## config.mk

```make
export PLATFORM = sky130hd
export DESIGN_NAME = multi32_arbiter_flat
export DESIGN_NICKNAME = d
export VERILOG_FILES = /design/src/rtl/multi32_pkg.sv /design/src/rtl/multi32_arbiter_if.sv /design/src/rtl/multi32.sv /design/src/rtl/rr_pick.sv /design/src/rtl/multi32_arbiter.sv /design/src/flat_wrapper.sv
export SDC_FILE = /design/constraint.sdc
export NUM_CORES = 2
export LEC_CHECK = 0
export ABC_AREA = 0
export CAP_MARGIN = 10
export CORE_MARGIN = 2
export CORE_UTILIZATION = 65
export DETAILED_ROUTE_END_ITERATION = 7
export HOLD_SLACK_MARGIN = 0.03
export PLACE_DENSITY = 0.9
export SETUP_SLACK_MARGIN = 0.4
export SYNTH_ARGS = -nofsm -noshare
export SYNTH_HDL_FRONTEND = slang
export SYNTH_HIERARCHICAL = 1
export SYNTH_SLANG_ARGS = --single-unit
export TNS_END_PERCENT = 5
```

## constraint.sdc

```tcl
create_clock -name clk -period 15.95 [get_ports clk]
set_clock_uncertainty 0.15 [all_clocks]
set_input_delay 4.785 -clock clk [delete_from_list [all_inputs] [get_ports clk]]
set_output_delay 4.785 -clock clk [all_outputs]
set_load 0.01 [all_outputs]
```

## src/rtl/multi32_pkg.sv

```systemverilog
// Shared types and widths for the multi32 arbiter slice.
package multi32_pkg;

  localparam int OP_W   = 32;
  localparam int PROD_W = 64;
  localparam int CNT_W  = 4;

  typedef enum logic [1:0] {
    IDLE = 2'd0,
    CALC = 2'd1,
    RESP = 2'd2
  } state_t;

  function automatic int wrap_inc(input int idx, input int n);
    return (idx + 1 >= n) ? 0 : idx + 1;
  endfunction

endpackage

```

## src/rtl/multi32_arbiter_if.sv

```systemverilog
// Requester-side bundle: per-requester request/response handshakes plus status.
interface multi32_arbiter_if #(
  parameter int NUM_REQ = 4
);
  import multi32_pkg::*;

  logic [NUM_REQ-1:0]      req_valid;
  logic [NUM_REQ-1:0]      req_ready;
  logic [NUM_REQ*OP_W-1:0] req_a;
  logic [NUM_REQ*OP_W-1:0] req_b;
  logic [NUM_REQ-1:0]      rsp_valid;
  logic [NUM_REQ-1:0]      rsp_ready;
  logic [PROD_W-1:0]       rsp_prod;
  logic                    busy;
  logic [31:0]             op_count;

  modport master (
    output req_valid, req_a, req_b, rsp_ready,
    input  req_ready, rsp_valid, rsp_prod, busy, op_count
  );

  modport slave (
    input  req_valid, req_a, req_b, rsp_ready,
    output req_ready, rsp_valid, rsp_prod, busy, op_count
  );

endinterface

```

## src/rtl/multi32.sv

```systemverilog
// 32x32 -> 64 unsigned combinational multiplier, treated as a multicycle path.
module multi32
  import multi32_pkg::*;
(
  input  logic [OP_W-1:0]   a,
  input  logic [OP_W-1:0]   b,
  output logic [PROD_W-1:0] product
);

  assign product = PROD_W'(a) * PROD_W'(b);

endmodule

```

## src/rtl/rr_pick.sv

```systemverilog
// Combinational round-robin pick: first set bit at or after ptr_i, wrapping.
module rr_pick #(
  parameter int NUM_REQ = 4,
  parameter int IDX_W   = $clog2(NUM_REQ)
) (
  input  logic [NUM_REQ-1:0] req_i,
  input  logic [IDX_W-1:0]   ptr_i,
  output logic [IDX_W-1:0]   grant_o,
  output logic               any_valid_o
);

  function automatic logic [IDX_W-1:0] rot_src(input logic [IDX_W-1:0] p, input int k);
    int s;
    s = int'(p) + k;
    if (s >= NUM_REQ) s = s - NUM_REQ;
    return IDX_W'(s);
  endfunction

  // rot[k] is the request k positions after the pointer.
  logic [NUM_REQ-1:0] rot;

  genvar gi;
  generate
    for (gi = 0; gi < NUM_REQ; gi++) begin : g_rot
      assign rot[gi] = req_i[rot_src(ptr_i, gi)];
    end
  endgenerate

  always_comb begin
    int off;
    off = 0;
    for (int k = NUM_REQ - 1; k >= 0; k--) begin
      if (rot[k]) off = k;
    end
    grant_o = rot_src(ptr_i, off);
  end

  assign any_valid_o = |rot;

endmodule

```

## src/rtl/multi32_arbiter.sv

```systemverilog
// Round-robin share of one multi32 between NUM_REQ requesters with a fixed compute window.
module multi32_arbiter
  import multi32_pkg::*;
#(
  parameter int NUM_REQ    = 4,
  parameter int MUL_CYCLES = 2,
  parameter int IDX_W      = $clog2(NUM_REQ)
) (
  input  logic                clk,
  input  logic                rst_n,
  multi32_arbiter_if.slave    bus
);

  state_t              state_q, state_d;
  logic [IDX_W-1:0]    rr_ptr_q, rr_ptr_d;
  logic [IDX_W-1:0]    owner_q, owner_d;
  logic [OP_W-1:0]     op_a_q, op_a_d;
  logic [OP_W-1:0]     op_b_q, op_b_d;
  logic [PROD_W-1:0]   prod_q, prod_d;
  logic [CNT_W-1:0]    cnt_q, cnt_d;
  logic [31:0]         op_count_q, op_count_d;

  logic [IDX_W-1:0]    grant;
  logic                any_valid;
  logic [PROD_W-1:0]   product;
  logic [NUM_REQ-1:0]  req_ready;
  logic [NUM_REQ-1:0]  rsp_valid;

  rr_pick #(
    .NUM_REQ (NUM_REQ),
    .IDX_W   (IDX_W)
  ) u_pick (
    .req_i       (bus.req_valid),
    .ptr_i       (rr_ptr_q),
    .grant_o     (grant),
    .any_valid_o (any_valid)
  );

  // Multiplier sees only the held operand registers, so its inputs are stable for the whole window.
  multi32 u_mul (
    .a       (op_a_q),
    .b       (op_b_q),
    .product (product)
  );

  always_comb begin
    state_d    = state_q;
    rr_ptr_d   = rr_ptr_q;
    owner_d    = owner_q;
    op_a_d     = op_a_q;
    op_b_d     = op_b_q;
    prod_d     = prod_q;
    cnt_d      = cnt_q;
    op_count_d = op_count_q;
    req_ready  = '0;
    rsp_valid  = '0;

    unique case (state_q)
      IDLE: begin
        if (any_valid) begin
          // Gated by rst_n so no ready leaks out while reset is held.
          req_ready[grant] = rst_n;
          op_a_d  = bus.req_a[int'(grant)*OP_W +: OP_W];
          op_b_d  = bus.req_b[int'(grant)*OP_W +: OP_W];
          owner_d = grant;
          cnt_d   = CNT_W'(MUL_CYCLES - 1);
          state_d = CALC;
        end
      end
      CALC: begin
        if (cnt_q == '0) begin
          prod_d  = product;
          state_d = RESP;
        end else begin
          cnt_d = cnt_q - CNT_W'(1);
        end
      end
      RESP: begin
        rsp_valid[owner_q] = 1'b1;
        if (bus.rsp_ready[owner_q]) begin
          state_d  = IDLE;
          rr_ptr_d = IDX_W'(wrap_inc(int'(owner_q), NUM_REQ));
          if (op_count_q != '1) op_count_d = op_count_q + 32'd1;
        end
      end
      default: state_d = IDLE;
    endcase
  end

  always_ff @(posedge clk or negedge rst_n) begin
    if (!rst_n) begin
      state_q    <= IDLE;
      rr_ptr_q   <= '0;
      owner_q    <= '0;
      op_a_q     <= '0;
      op_b_q     <= '0;
      prod_q     <= '0;
      cnt_q      <= '0;
      op_count_q <= '0;
    end else begin
      state_q    <= state_d;
      rr_ptr_q   <= rr_ptr_d;
      owner_q    <= owner_d;
      op_a_q     <= op_a_d;
      op_b_q     <= op_b_d;
      prod_q     <= prod_d;
      cnt_q      <= cnt_d;
      op_count_q <= op_count_d;
    end
  end

  assign bus.req_ready = req_ready;
  assign bus.rsp_valid = rsp_valid;
  assign bus.rsp_prod  = prod_q;
  assign bus.busy      = (state_q != IDLE);
  assign bus.op_count  = op_count_q;

endmodule

```

## src/flat_wrapper.sv

```systemverilog
// flat-port wrapper written by rule: the top's interface ports become plain ports
module multi32_arbiter_flat import multi32_pkg::*;
#(
  parameter int NUM_REQ    = 4,
  parameter int MUL_CYCLES = 2,
  parameter int IDX_W      = $clog2(NUM_REQ)
)
  (clk, rst_n, bus_req_valid, bus_req_a, bus_req_b, bus_rsp_ready, bus_req_ready, bus_rsp_valid, bus_rsp_prod, bus_busy, bus_op_count);
  multi32_arbiter_if #(.NUM_REQ(NUM_REQ)) bus_i ();
  input  logic clk;
  input  logic rst_n;
  input wire logic [$bits(bus_i.req_valid)-1:0] bus_req_valid;
  input wire logic [$bits(bus_i.req_a)-1:0] bus_req_a;
  input wire logic [$bits(bus_i.req_b)-1:0] bus_req_b;
  input wire logic [$bits(bus_i.rsp_ready)-1:0] bus_rsp_ready;
  output wire logic [$bits(bus_i.req_ready)-1:0] bus_req_ready;
  output wire logic [$bits(bus_i.rsp_valid)-1:0] bus_rsp_valid;
  output wire logic [$bits(bus_i.rsp_prod)-1:0] bus_rsp_prod;
  output wire logic [$bits(bus_i.busy)-1:0] bus_busy;
  output wire logic [$bits(bus_i.op_count)-1:0] bus_op_count;
  assign bus_i.req_valid = bus_req_valid;
  assign bus_i.req_a = bus_req_a;
  assign bus_i.req_b = bus_req_b;
  assign bus_i.rsp_ready = bus_rsp_ready;
  assign bus_req_ready = bus_i.req_ready;
  assign bus_rsp_valid = bus_i.rsp_valid;
  assign bus_rsp_prod = bus_i.rsp_prod;
  assign bus_busy = bus_i.busy;
  assign bus_op_count = bus_i.op_count;
  multi32_arbiter #(.NUM_REQ(NUM_REQ), .MUL_CYCLES(MUL_CYCLES), .IDX_W(IDX_W)) u_core (.clk(clk), .rst_n(rst_n), .bus(bus_i));
endmodule
```

==> run metrics <==
area share of the largest cell type after synthesis=42.8%; CP required=11020 ps; final hold vios=0; number of fill cells=3996; Mapped Cells=4249; half-perimeter wire length after placement=~90000 um; CTS buffer count=17; DR WL met3=roughly 16000 um; Critical Path Start Type=primary input; Inst Count DP=5302; final setup vio count=0; via/cell ratio=6.06; first-pass GRT wire length=196000 um; Met1 Wirelength=42700 um; via count=32330; clk slew on worst S/H paths=70 ps; clk_lat worst skew=about 500 ps; Clk Tree Root Cell=clkbuf_16; num ports=371; critical path arrival=7730 ps; commonest non-fill, non-tap cell in the layout=fa_1; Async S/R FF share, synth=100%; post-route clock period utilization=around 79%; antenna violations before repair=0; Crit Path Max Fanout=23; total gr overflow=0; CTS tree=done; Initial DRC Count=3306; syn_area_per_cell=9.86 um2; worst rel slew slack=27.3%; CTS Hold Bufs=0; met2 wire length=56900 um; yosys warns=6; RSZ-0062 raised after global routing=no; Worst-Margin Slew=1090 ps; Final ANT Viol Nets=0; Site Rows=93; register bit total from synthesis=170; Port Buf Inserts=370; GP Congestion=0.922; clk sinks=170; Most used DFF post-synth=dfrtp_1; Area Growth Syn to Fin=12.0%; max cap viols=0; layout cell share with drive strength beyond 1=7.52%; vias in the first global route=approximately 37000; Period minus WS final=about 13000 ps; non-filler cells, final=5335; area of placed instances=0.0463 mm2; drt pass-1 iters=6; Residual DRC=0; Total Wirelength=approximately 120000 um; largest net degree at the start of global routing=95; H-Tree Level Count=4; Worst Hold Class=reg2reg; Initial Util=65.3%; fin nets=5899; Peak Freq=0.0790 GHz; post-CTS sizing=0; register area share after synthesis=10.2%; clock tree buffer depth=2; highest routed layer=met4; post-CTS setup repair buffer count=0; total negative setup slack=0 ps; width of the chip=258 um; Synth area leader=fa_1; most frequent cells in the layout=896 x fa_1, 880 x inv_1, 609 x and2_1, 483 x nand2_1, 369 x clkdlybuf4s50_1; syn_nets=5682; GRT Total Usage=38.4%; Synth cell types=83; Final Cell Area=0.0469 mm2; Mapped Area=~0.042 mm2; wire per inst=about 23 um; Pins Over Slew Limit=0; Core ar.=0.0641 mm2; CP Capture Type=primary output; number of enable flip-flop cells after synthesis=0; kind of critical path=in2out; die height=between 200 and 300 um; largest cells by area after synthesis=fa_1 43%, dfrtp_1 10%, and2_1 9.1%, ha_1 8.1%, inv_1 7.9%; outcome=complete, no violations; die area=0.0665 mm2
[Yosys cell counts (all sizes together) (24+ instances only)]
library cell / number
fa: 896
inv: 880
and2: 609
nand2: 484
ha: 271
clkbuf: 218
dfrtp: 170
mux2: 132
a21oi: 80
xnor2: 72
mux4: 65
nor2: 45
nand4: 34
a21o: 32
o21ai: 32
buf: 24
[cell type report]
class | instances | area [um2] | area share, %
Tap cell | 855 | 1070 | 2.28
Sequential cell | 170 | 4250 | 9.07
Clock buffer | 18 | 429 | 0.915
Clock inverter | 14 | 193 | 0.411
Inverter | 880 | 3300 | 7.04
Timing Repair Buffer | 440 | 4230 | 9.03
Multi-Input combinational cell | 2957 | 33400 | 71.2
Antenna cell | 1 | 2.50 | 0.00534
[per-layer routing]
metal	track usage, %	vias to the layer above
met5	0	-
met3	12.8	508
met1	48.0	16352
li1	-	13203
met2	60.5	2267
met4	18.3	0
[worst max-delay path, cell delays in order]
cell and delay [ps]:
clkdlybuf4s50_1 530, nor2_1 210, a2bb2oi_1 210, o211ai_1 100
o21a_1 160, ha_4 160, xnor2_1 210, xnor2_2 160
buf_4 320, nand3_1 160, nor2_1 150, clkdlybuf4s50_1 570
[through the flow]
stage	worst slack, ps	hold slack, ps	util (%)
after global routing	3130	376	73.1
after floorplan	4280	308	-
final	3290	361	73.1
after CTS	3330	364	73.1
after global placement	3430	337	72.2
after detailed placement	3350	343	72.2
[sequential cells by signal (all words and copies together), names as in the netlist]
name	flops
u_core/state_q	2
u_core/rr_ptr_q	2
u_core/owner_q	2
u_core/cnt_q	4
u_core/op_b_q	32
u_core/bus.rsp_prod	64
u_core/op_a_q	32
u_core/bus.op_count	32
[kinds of logic after synthesis]
group | count (synthesis) | synth area share [%]
mux | 197 | 7.05
compound gates | 230 | 3.80
simple gates | 1268 | 16.0
flops | 170 | 10.2
fa+ha+maj | 1167 | 50.9
xor+xnor | 95 | 1.99
buf+inv | 1122 | 10.1
[final timing paths]
check / from / to / slack [ps] / depth (start not counted)
worst min-delay path: u_core/bus.rsp_prod[61] / u_core/bus.rsp_prod[61] / 360 / 1
worst min register to register: u_core/bus.rsp_prod[61] / u_core/bus.rsp_prod[61] / 360 / 1
min in group asynchronous: rst_n / u_core/bus.op_count[0] / 4160 / 1
max in group asynchronous: rst_n / u_core/bus.rsp_prod[11] / 9870 / 2
worst max register to register: u_core/op_b_q[23] / u_core/bus.rsp_prod[55] / 7040 / 21
worst max-delay path: bus_req_valid[0] / bus_req_ready[2] / 3290 / 12
Power is left out: the tool's default activity adds up to more than one toggle a clock period on the data nets, which glitch-free logic cannot reach.
